==> config.mk <==
export PLATFORM = sky130hd
export DESIGN_NAME = freqmeter_fsslice
export DESIGN_NICKNAME = d
export VERILOG_FILES = /design/src/rtl/freqmeter_fsslice.sv
export SDC_FILE = /design/constraint.sdc
export NUM_CORES = 1
export LEC_CHECK = 0
export CAP_MARGIN = 25
export CORE_UTILIZATION = 25
export DETAILED_ROUTE_END_ITERATION = 8
export DONT_BUFFER_PORTS = 1
export SYNTH_ARGS = -nofsm -noshare
export SYNTH_HDL_FRONTEND = slang
export SYNTH_SLANG_ARGS = --single-unit
export TNS_END_PERCENT = 50
==> constraint.sdc <==
create_clock -name clkin -period 2.9 [get_ports clkin]
set_input_delay 0.435 -clock clkin [delete_from_list [all_inputs] [get_ports clkin]]
set_output_delay 0.435 -clock clkin [all_outputs]
set_load 0.05 [all_outputs]
==> src/rtl/freqmeter_fsslice.sv <==
// Measured-clock-domain counting slice of the frequency meter.
// Counts clkin cycles while the synchronized gate window is open, prescales
// the count and publishes it to the reference domain with a req/ack toggle.
module freqmeter_fsslice #(
    parameter int unsigned FW       = 16,
    parameter int unsigned PRESHIFT = 2,
    parameter int unsigned SYNCW    = 2
) (
    input  logic          clkin,
    input  logic          fsresetn,
    input  logic          gate,
    input  logic          ack_tog,
    output logic          req_tog,
    output logic [FW-1:0] cnt_out,
    output logic          ovf_out,
    output logic          miss_out
);

    localparam int unsigned CW = FW + PRESHIFT;
    localparam logic [CW-1:0] CntMax = '1;

    typedef enum logic [1:0] {StIdle, StCount, StHold} state_e;

    logic [SYNCW-1:0] gate_sync, ack_sync;
    logic             gate_s, gate_d, ack_s;
    logic             rise, fall;

    state_e           state_q, state_d;
    logic [CW-1:0]    cnt_q, cnt_d;
    logic             sat_q, sat_d;
    logic             miss_sticky_q, miss_sticky_d;
    logic             req_q, req_d;
    logic [FW-1:0]    cnt_out_q, cnt_out_d;
    logic             ovf_q, ovf_d;
    logic             miss_q, miss_d;

    assign gate_s = gate_sync[SYNCW-1];
    assign ack_s  = ack_sync[SYNCW-1];
    assign rise   = gate_s & ~gate_d;
    assign fall   = ~gate_s & gate_d;

    // Bring gate and ack_tog into the clkin domain; keep one extra gate stage for edges.
    always_ff @(posedge clkin or negedge fsresetn) begin
        if (!fsresetn) begin
            gate_sync <= '0;
            ack_sync  <= '0;
            gate_d    <= 1'b0;
        end else begin
            gate_sync <= {gate_sync[SYNCW-2:0], gate};
            ack_sync  <= {ack_sync[SYNCW-2:0], ack_tog};
            gate_d    <= gate_s;
        end
    end

    // State register for the FSM, raw counter and published result.
    always_ff @(posedge clkin or negedge fsresetn) begin
        if (!fsresetn) begin
            state_q       <= StIdle;
            cnt_q         <= '0;
            sat_q         <= 1'b0;
            miss_sticky_q <= 1'b0;
            req_q         <= 1'b0;
            cnt_out_q     <= '0;
            ovf_q         <= 1'b0;
            miss_q        <= 1'b0;
        end else begin
            state_q       <= state_d;
            cnt_q         <= cnt_d;
            sat_q         <= sat_d;
            miss_sticky_q <= miss_sticky_d;
            req_q         <= req_d;
            cnt_out_q     <= cnt_out_d;
            ovf_q         <= ovf_d;
            miss_q        <= miss_d;
        end
    end

    // Next-state logic: open a window on rise, count, publish on fall, wait for ack.
    always_comb begin
        state_d       = state_q;
        cnt_d         = cnt_q;
        sat_d         = sat_q;
        miss_sticky_d = miss_sticky_q;
        req_d         = req_q;
        cnt_out_d     = cnt_out_q;
        ovf_d         = ovf_q;
        miss_d        = miss_q;
        unique case (state_q)
            StIdle: begin
                // A stale fall here is ignored; only a genuine rise opens a window.
                if (rise) begin
                    cnt_d   = CW'(1);
                    sat_d   = 1'b0;
                    state_d = StCount;
                end
            end
            StCount: begin
                if (fall) begin
                    cnt_out_d     = cnt_q[CW-1:PRESHIFT];
                    ovf_d         = sat_q;
                    miss_d        = miss_sticky_q;
                    miss_sticky_d = 1'b0;
                    req_d         = ~req_q;
                    state_d       = StHold;
                end else if (gate_s) begin
                    if (cnt_q != CntMax) begin
                        cnt_d = cnt_q + CW'(1);
                    end
                    sat_d = sat_q | (cnt_d == CntMax);
                end
            end
            StHold: begin
                // A window opening while the result is unconsumed is dropped, even
                // if the ack lands in the very same cycle.
                if (rise) begin
                    miss_sticky_d = 1'b1;
                end
                if (ack_s == req_q) begin
                    state_d = StIdle;
                end
            end
            default: state_d = StIdle;
        endcase
    end

    assign req_tog  = req_q;
    assign cnt_out  = cnt_out_q;
    assign ovf_out  = ovf_q;
    assign miss_out = miss_q;

endmodule
==> impl_metrics.csv, run 1 <==
group,metric,value,unit
die,num_rows,34,
timing,setup_ws,0.5218,ns
drt,ant_nets,0,
worst_setup_path,worstPathMaxFanout,10,
timing,tns,0,ns
global_routing,met3_usage,3.221,%
worst_setup_path,critPathCaptureType,"flop",
die,top_level_ports,23,
global_routing,grt_pass1_wl,8825,µm
synthesis,synth.area.top_cells,"dfrtp_1 (50%), mux2_2 (8.8%), o21ai_0 (5.9%)",
synthesis,synth_cells,219,
synthesis,avgSynthCellArea,10.52,µm²
timing,min_period,2.378,ns
worst_setup_path,cp_data_arrival_time,2.59,ns
synthesis,synth_seq_cells,46,
synthesis,synth_common_cells,"dfrtp_1 (46), o21ai_0 (27), mux2_2 (18)",
clock_network,clk_latency,0.31,ns
timing,maxSlewViolCount,0,
finish,drive_above_1_share,17.97,%
status,status,"complete, but fails checks",
synthesis,synth_most_common_cell,"dfrtp_1",
global_routing,grt-ovfl-total,0,
finish,syn2layout_area_growth,10.27,%
drt,dr_total_vias,1687,
drt,vias_per_cell,5.191,
synthesis,synthesis.area,2303,µm²
finish,fin_util,28.84,%
timing,fmax,0.4205,GHz
hold_path,hp-class,"in2reg",
global_routing,grtUsageMet2,16.85,%
power_and_ir_drop,power.density,601.7,nW/µm²
global_routing,antenna_found_initial,0,
drt,routed_wl,5072,µm
place,gp_congestion,0.9176,
power_and_ir_drop,totalPowerFinal,0.001528,W
drt,drt_iter0_drc,140,
synthesis,ys.warnings.count,0,
clock_network,cts_buffers,5,
place,post_dp_cell_area,2396,µm²
global_routing,grt_max_degree,47,
global_routing,grt_usage,11.56,%
place,dp_slack,0.5826,ns
global_routing,grtUsageMet1,15.87,%
run,cap_violations,0,
clock_network,path_clk_slew,0.09,ns
worst_setup_path,required,3.11,ns
synthesis,yosysTopAreaCell,"dfrtp_1",
worst_setup_path,cp_slowest_cell,"nor4_4",
timing,final-hold-violation-count,0,
die,die-area,9602,µm²
die,die_y,97.99,µm
finish,nets,221,
status,violations,"design-rule violations",
synthesis,synthArstFlopShare,100.0,%
timing,setup_viol,0,
drt,drc_errors,1,
worst_setup_path,crit_path_max_incr_delay,0.48,ns
timing,grt_setup_unrepaired,"no",
finish,finalInstanceArea,2540,µm²
drt,drt_first_pass_iters,6,
clock_network,clockBufferDepth,2,
die,fp.dieW,97.99,µm
synthesis,ys_types,40,
die,start_util,26.16,%
timing,clock_skew,0.009009,ns
power_and_ir_drop,ir_drop,313.8,µV
clock_network,cts.sinks,46,
synthesis,synth-seq-area-share,49.97,%
clock_network,cts-resized-gates,0,
clock_network,cts_tree,"built",
place,dp_hpwl,3461,µm
synthesis,synth-edff-count,0,
power_and_ir_drop,p_leak,1.051,nW
timing,layout_worst_path_cycle_share,82.01,%
clock_network,h-tree-depth,2,
global_routing,grt_pass1_vias,1698,
synthesis,synth_top_area_share,49.97,%
worst_setup_path,crit_path_cell_trace,"ha_1 -> nand3_4 -> nor4_4 -> and2_1 -> a32oi_1 -> o41ai_2",
timing,worst_pin_slew,0.7643,ns
drt,routedWlPerCell,15.61,µm
synthesis,ys.flop_type,"dfrtp_1",
global_routing,grt_busiest_layer,"met2",
clock_network,clockRootBuffer,"clkbuf_8",
worst_setup_path,start_kind,"flop",
synthesis,synth_nets,224,
place,io_buffers,0,
finish,diodes,0,
worst_setup_path,crit_type,"reg2reg",
die,core-area,8806,µm²
timing,relSlewSlack,49.05,%
timing repair:
| item | CTS | global route |
|---|---|---|
| hold buffers | 2 | 0 |
| hold endpoints to repair | 46 | 0 |
| buffers inserted | 0 | 0 |
registers in the layout, summed over array words and instances, names as in the netlist:
name and cells:
miss_out 1, miss_sticky_q 1, gate_d 1, ack_sync 2
state_q 2, cnt_out 16, sat_q 1, ovf_out 1
req_tog 1, gate_sync 2, cnt_q 18
cells by family (layout without fill, tap and decap cells):
| group | after synthesis | after routing | share of synthesized area, % |
|---|---|---|---|
| AOI/OAI and AO/OA | 70 | 70 | 19.83 |
| and+or+nand+nor | 56 | 56 | 14.18 |
| DFF | 46 | 46 | 49.97 |
| buffers and inverters | 21 | 19 | 4.020 |
| muxes | 18 | 18 | 8.799 |
| xor gates and xnor gates | 7 | 7 | 2.662 |
| adders and majority gates | 1 | 1 | 0.5431 |
power by group:
group | total, W | internal (W) | leakage [nW] | switching (W)
sequential | 0.000833 | 0.000693 | 0.615 | 0.000140
clock | 0.000473 | 0.000258 | 0.0524 | 0.000215
combinational | 0.000223 | 0.0000924 | 0.384 | 0.000130
total | 0.00153 | 0.00104 | 1.05 | 0.000485
final cells by class:
cell class | instances | area [µm²]
clock buffer | 7 | 76.32
timing repair buffer | 5 | 60.06
fill | 912 | 6266
multi-input combinational | 152 | 1065
inverter | 6 | 22.52
clock inverter | 1 | 30.03
sequential | 46 | 1151
tap | 108 | 135.1
per-stage QoR:
stage / cells / hold WS (ns)
2_1_floorplan: 219 / 0.1394
3_5_place_dp: 315 / 0.1404
6_report: 325 / 0.1527
3_3_place_gp: 315 / 0.1405
5_1_grt: 325 / 0.1352
4_1_cts: 325 / 0.1395
worst max-delay path: cells and delay by family, from the launching register on:
| family | cells | cell delay [ns] |
|---|---|---|
| fa+ha+maj | 1 | 0.33 |
| flops | 1 | 0.45 |
| compound gates | 2 | 0.47 |
| simple gates | 3 | 1.03 |
cells in the final DEF (no fill, tap or decap), types with 4 or more instances in the layout:
master / n
a22o_1: 5
o21ai_0: 27
a21o_1: 4
inv_1: 6
nand4_1: 4
a41oi_1: 4
mux2_2: 18
dfrtp_1: 46
a31oi_1: 5
nand3_1: 10
nand2_1: 11
clkbuf_8: 5
a21oi_1: 13
nor3_1: 4
nor2_1: 11
xor2_1: 4
routing by layer:
metal  share of wire (%)  vias to the layer above
li1                    -                      805
met1                  49                      830
met2                  43                       42
met3                 6.1                       10
met4                 1.7                        0
met5                   0                        -
worst paths after layout:
path | start | to | slack, ns | cells after the start
worst max-delay path | cnt_q[0]$_DFFE_PN0P_ | sat_q$_DFFE_PN0P_ | 0.52 | 6
worst min-delay path | gate | gate_sync[0]$_DFF_PN0_ | 0.15 | 0
worst max register to register | cnt_q[0]$_DFFE_PN0P_ | sat_q$_DFFE_PN0P_ | 0.52 | 6
worst min register to register | gate_sync[0]$_DFF_PN0_ | gate_sync[1]$_DFF_PN0_ | 0.35 | 0
max in group asynchronous | fsresetn | cnt_out[2]$_DFFE_PN0P_ | 2.06 | 2
min in group asynchronous | fsresetn | cnt_q[14]$_DFFE_PN0P_ | 0.63 | 2
Power figures use the tool's default switching activity.
==> run 2: changes to the inputs <==
==> constraint.sdc (replaced) <==
create_clock -name clkin -period 2.3 [get_ports clkin]
set_input_delay 0.345 -clock clkin [delete_from_list [all_inputs] [get_ports clkin]]
set_output_delay 0.345 -clock clkin [all_outputs]
set_load 0.05 [all_outputs]
==> impl_metrics.csv, run 2 (synthesis results as in run 1) <==
group,metric,value,unit
timing,final-hold-violation-count,0,
timing,maxSlewViolCount,0,
die,fp.dieW,97.99,µm
finish,syn2layout_area_growth,14.07,%
place,io_buffers,0,
drt,routedWlPerCell,15.22,µm
worst_setup_path,cp_slowest_cell,"dfrtp_1",
drt,vias_per_cell,5.074,
worst_setup_path,critPathCaptureType,"flop",
worst_setup_path,start_kind,"flop",
clock_network,clk_latency,0.30,ns
die,die-area,9602,µm²
drt,ant_nets,0,
place,gp_congestion,0.8535,
worst_setup_path,crit_path_cell_trace,"ha_2 -> nand3_4 -> or3_4 -> a2111oi_2 -> nand4_1 -> o41ai_2",
timing,grt_setup_unrepaired,"no",
global_routing,grt_max_degree,47,
power_and_ir_drop,p_leak,1.112,nW
finish,largest_reg_flops,18,
place,dp_slack,0.1256,ns
timing,min_period,2.112,ns
finish,nets,232,
clock_network,clockRootBuffer,"clkbuf_8",
finish,final_common_cell,"dfrtp_1",
worst_setup_path,crit_family,"simple AND/OR/NAND/NOR gates",
place,dp_hpwl,3643,µm
timing,worst_pin_slew,0.6642,ns
worst_setup_path,crit_path_max_incr_delay,0.44,ns
finish,multi_input_area,1067,µm²
drt,routed_wl,5115,µm
finish,top_register,"cnt_q",
die,top_level_ports,23,
power_and_ir_drop,ir_drop,402.4,µV
global_routing,grt_pass1_wl,8694,µm
worst_setup_path,crit_type,"reg2reg",
finish,final_cell_mix,"dfrtp_1 (46), o21ai_0 (26), mux2_2 (18)",
timing,relSlewSlack,55.25,%
finish,fill_cells,902,
die,core-area,8806,µm²
drt,drt_iter0_drc,131,
global_routing,grt_usage,11.16,%
worst_setup_path,cp_data_arrival_time,2.31,ns
worst_setup_path,crit_buf_inv,0,
drt,drt_first_pass_iters,6,
worst_setup_path,worstPathMaxFanout,7,
global_routing,grt_pass1_vias,1642,
timing,setup_ws,0.1880,ns
finish,regArea,1151,µm²
clock_network,cts.sinks,46,
power_and_ir_drop,power.density,735.1,nW/µm²
status,violations,"design-rule violations",
timing,setup_viol,0,
timing,fmax,0.4735,GHz
die,num_rows,34,
timing,tns,0,ns
clock_network,h-tree-depth,2,
drt,drc_errors,1,
clock_network,cts_buffers,5,
drt,dr_total_vias,1705,
global_routing,grt-ovfl-total,0,
finish,drive_above_1_share,23.25,%
die,start_util,26.16,%
status,status,"complete, but fails checks",
timing,clock_skew,0.008936,ns
global_routing,antenna_found_initial,0,
clock_network,path_clk_slew,0.09,ns
worst_setup_path,required,2.49,ns
finish,diodes,0,
clock_network,clockBufferDepth,2,
clock_network,cts_tree,"built",
timing,layout_worst_path_cycle_share,91.82,%
die,die_y,97.99,µm
run,cap_violations,0,
hold_path,hp-class,"in2reg",
==> run 2: cell count changes in the layout (fill, tap and decap cells not counted) <==
cell | previous run | this run
buf_4 | 3 | 14
clkbuf_1 | 2 | 0
clkinv_2 | 0 | 2
ha_1 | 1 | 0
ha_2 | 0 | 1
o21ai_0 | 27 | 26
o21ai_1 | 0 | 1
==> run 2: what timing repair did <==
item	4_1_cts	5_1_grt
gates resized for setup	0	2
buffers inserted	0	0
hold buffers	2	0
endpoints found under the setup margin	0	3
endpoints found under the hold margin	46	0
==> run 2: final cells by class <==
type                            count  area share [%]
Clock inverter                      3           1.524
Inverter                            6          0.8571
Multi-Input combinational cell    152           40.62
Sequential cell                    46           43.81
Timing Repair Buffer               16           5.429
Clock buffer                        5           2.619
Tap cell                          108           5.143
==> run 2: final timing paths <==
path / start / to / slack [ns] / cells after the start
setup / recovery: cnt_q[0]$_DFFE_PN0P_ / sat_q$_DFFE_PN0P_ / 0.19 / 6
hold / removal: ack_tog / ack_sync[0]$_DFF_PN0_ / 0.07 / 0
setup reg to reg: cnt_q[0]$_DFFE_PN0P_ / sat_q$_DFFE_PN0P_ / 0.19 / 6
hold reg to reg: gate_sync[0]$_DFF_PN0_ / gate_sync[1]$_DFF_PN0_ / 0.36 / 0
max in group asynchronous: fsresetn / cnt_q[8]$_DFFE_PN0P_ / 1.55 / 2
min in group asynchronous: fsresetn / gate_sync[0]$_DFF_PN0_ / 0.53 / 2
==> run 2: power breakdown <==
group	total [W]	leakage (nW)	switching, W	internal [W]
Clock	0.000584	0.0579	0.000264	0.000320
Combinational	0.000295	0.439	0.000166	0.000128
Sequential	0.00105	0.615	0.000179	0.000874
==> run 2: per-stage QoR <==
stage	util [%]	total power, W	hold slack (ns)	area (µm²)	std cells
finish	29.84	0.001931	0.06665	2628	336
global route	29.84	0.002044	0.04784	2628	336
CTS	29.81	0.001960	0.05736	2625	336
detailed placement	28.15	0.001339	0.05046	2479	326
global placement	28.15	0.001326	0.05048	2479	326
floorplan	-	0.001253	0.04941	2303	219
==> run 2: worst register-to-register path, delay by kind of cell (launching register included) <==
kind	cells	cell delay (ns)
compound gates	2	0.57
fa+ha+maj	1	0.28
flops	1	0.44
simple gates	3	0.72
==> run 2: routing by layer <==
layer / track usage [%] / vias to the layer above / wire (µm)
met5: 0 / - / 0
met4: 2.331 / 0 / 27
met3: 3.364 / 4 / 415
met2: 16.74 / 61 / 2219
met1: 15.83 / 823 / 2453
li1: - / 817 / -
==> run 3: changes to the inputs <==
--- a/config.mk
+++ b/config.mk
@@ -6,9 +6,13 @@
 export NUM_CORES = 1
 export LEC_CHECK = 0
 export CAP_MARGIN = 25
+export CELL_PAD_IN_SITES_DETAIL_PLACEMENT = 0
+export CELL_PAD_IN_SITES_GLOBAL_PLACEMENT = 1
 export CORE_UTILIZATION = 25
 export DETAILED_ROUTE_END_ITERATION = 8
 export DONT_BUFFER_PORTS = 1
+export PLACE_DENSITY_LB_ADDON = 0.1
+export SKIP_CTS_REPAIR_TIMING = 1
 export SYNTH_ARGS = -nofsm -noshare
 export SYNTH_HDL_FRONTEND = slang
 export SYNTH_SLANG_ARGS = --single-unit
==> impl_metrics.csv, run 3 (synthesis results as in run 1) <==
group,metric,value,unit
timing,grt_setup_unrepaired,"no",
status,status,"complete, but fails checks",
worst_setup_path,timing.rr.start,"cnt_q[0]$_DFFE_PN0P_",
hold_path,hp-class,"in2reg",
timing,layout_worst_path_cycle_share,92.86,%
die,core-area,8806,µm²
finish,syn2layout_area_growth,15.64,%
global_routing,grt_pass1_wl,9832,µm
timing,min_period,2.136,ns
run,cap_violations,0,
place,io_buffers,0,
worst_setup_path,crit_family,"simple AND/OR/NAND/NOR gates",
clock_network,cts_tree,"built",
clock_network,cts_buffers,5,
global_routing,grt-ovfl-total,0,
drt,drt_iter0_drc,90,
hold_path,whs_endpoint,"gate_sync[0]$_DFF_PN0_",
worst_setup_path,rr_worst_depth,6,
drt,ant_nets,0,
die,fp.dieW,97.99,µm
hold_path,min_from,"gate",
worst_setup_path,required,2.51,ns
clock_network,path_clk_slew,0.10,ns
worst_setup_path,worstPathMaxFanout,7,
finish,drive_above_1_share,23.58,%
finish,largest_reg_flops,18,
worst_setup_path,crit_type,"reg2reg",
drt,routed_wl,5892,µm
timing,tns,0,ns
power_and_ir_drop,totalPowerFinal,0.002087,W
worst_setup_path,regToRegEndpoint,"sat_q$_DFFE_PN0P_",
worst_setup_path,r2r_setup_slack,0.16,ns
clock_network,clockBufferDepth,2,
drt,drc_errors,1,
die,start_util,26.16,%
worst_setup_path,cp_slowest_cell,"dfrtp_1",
worst_setup_path,crit_path_max_incr_delay,0.46,ns
power_and_ir_drop,p_leak,1.128,nW
place,gp_congestion,0.8473,
timing,setup_viol,0,
worst_setup_path,start_kind,"flop",
clock_network,cts.sinks,46,
finish,top_register,"cnt_q",
finish,final_common_cell,"dfrtp_1",
die,num_rows,34,
drt,vias_per_cell,5.071,
finish,diodes,0,
die,die_y,97.99,µm
timing,worst_pin_slew,0.7890,ns
worst_setup_path,cp_data_arrival_time,2.34,ns
drt,dr_total_vias,1709,
timing,clock_skew,0.01071,ns
finish,nets,233,
clock_network,h-tree-depth,2,
global_routing,grt_max_degree,47,
worst_setup_path,critPathCaptureType,"flop",
timing,final-hold-violation-count,0,
finish,final_cell_mix,"dfrtp_1 (46), o21ai_0 (27), mux2_2 (18)",
power_and_ir_drop,ir_drop,510.7,µV
timing,relSlewSlack,46.84,%
worst_setup_path,crit_buf_inv,0,
global_routing,grt_usage,13.19,%
clock_network,clockRootBuffer,"clkbuf_8",
power_and_ir_drop,power.density,783.5,nW/µm²
worst_setup_path,crit_path_cell_trace,"ha_2 -> nand3_4 -> or3_4 -> a2111oi_2 -> nand4_1 -> o41ai_2",
place,dp_hpwl,4156,µm
global_routing,grt_pass1_vias,1837,
hold_path,min_path_cells,0,
clock_network,clk_latency,0.30,ns
worst_setup_path,crit_start,"cnt_q[0]$_DFFE_PN0P_",
die,die-area,9602,µm²
drt,drt_first_pass_iters,6,
die,top_level_ports,23,
timing,fmax,0.4682,GHz
global_routing,antenna_found_initial,0,
status,violations,"design-rule violations",
drt,routedWlPerCell,17.48,µm
timing,maxSlewViolCount,0,
run 3: power by group:
part	total [W]	switching, W	internal, W
registers	0.00105	0.000177	0.000874
clock network	0.000728	0.000292	0.000436
logic	0.000308	0.000178	0.000130
run 3: area by class of cell:
type | instances | area (µm²)
clock buffer | 5 | 68.82
sequential | 46 | 1151
multi-input combinational | 152 | 1067
fill | 902 | 6142
clock inverter | 3 | 68.82
tap | 108 | 135.1
inverter | 6 | 22.52
timing repair buffer | 17 | 150.1
run 3: worst register-to-register path: stages (launching register included):
cell	delay [ns]
dfrtp_1	0.46
ha_2	0.28
nand3_4	0.15
or3_4	0.44
a2111oi_2	0.36
nand4_1	0.14
o41ai_2	0.20
run 3: stage by stage:
step	hold WS, ns	setup WS (ns)	instances	area [µm²]	util, %
floorplan	0.04941	0.3052	219	2303	-
global placement	0.05104	0.1814	327	2486	28.23
detailed placement	0.05103	0.1148	327	2486	28.23
CTS	-0.2869	0.1008	335	2624	29.80
global route	0.03357	0.01319	337	2664	30.25
finish	0.05662	0.1643	337	2664	30.25
run 3: worst max-delay path by stage:
| stage | to | slack (ns) | depth (start not counted) |
|---|---|---|---|
| 2_1_floorplan | sat_q$_DFFE_PN0P_ | 0.31 | 6 |
| 3_3_place_gp | sat_q$_DFFE_PN0P_ | 0.18 | 6 |
| 3_5_place_dp | sat_q$_DFFE_PN0P_ | 0.11 | 6 |
| 4_1_cts | sat_q$_DFFE_PN0P_ | 0.10 | 6 |
| 5_1_grt | sat_q$_DFFE_PN0P_ | 0.01 | 6 |
| 6_report | sat_q$_DFFE_PN0P_ | 0.16 | 6 |
run 3: routing by layer:
metal  routed length (µm)  part of all wire [%]  global-route usage, %  up-vias
met5                    0                     0                      0        -
met2                 2714                    46                  21.07       43
met4                   57                  0.97                  3.613        0
met1                 2852                    48                  17.83      842
met3                  267                   4.5                  3.078        8
li1                     -                     -                      -      816
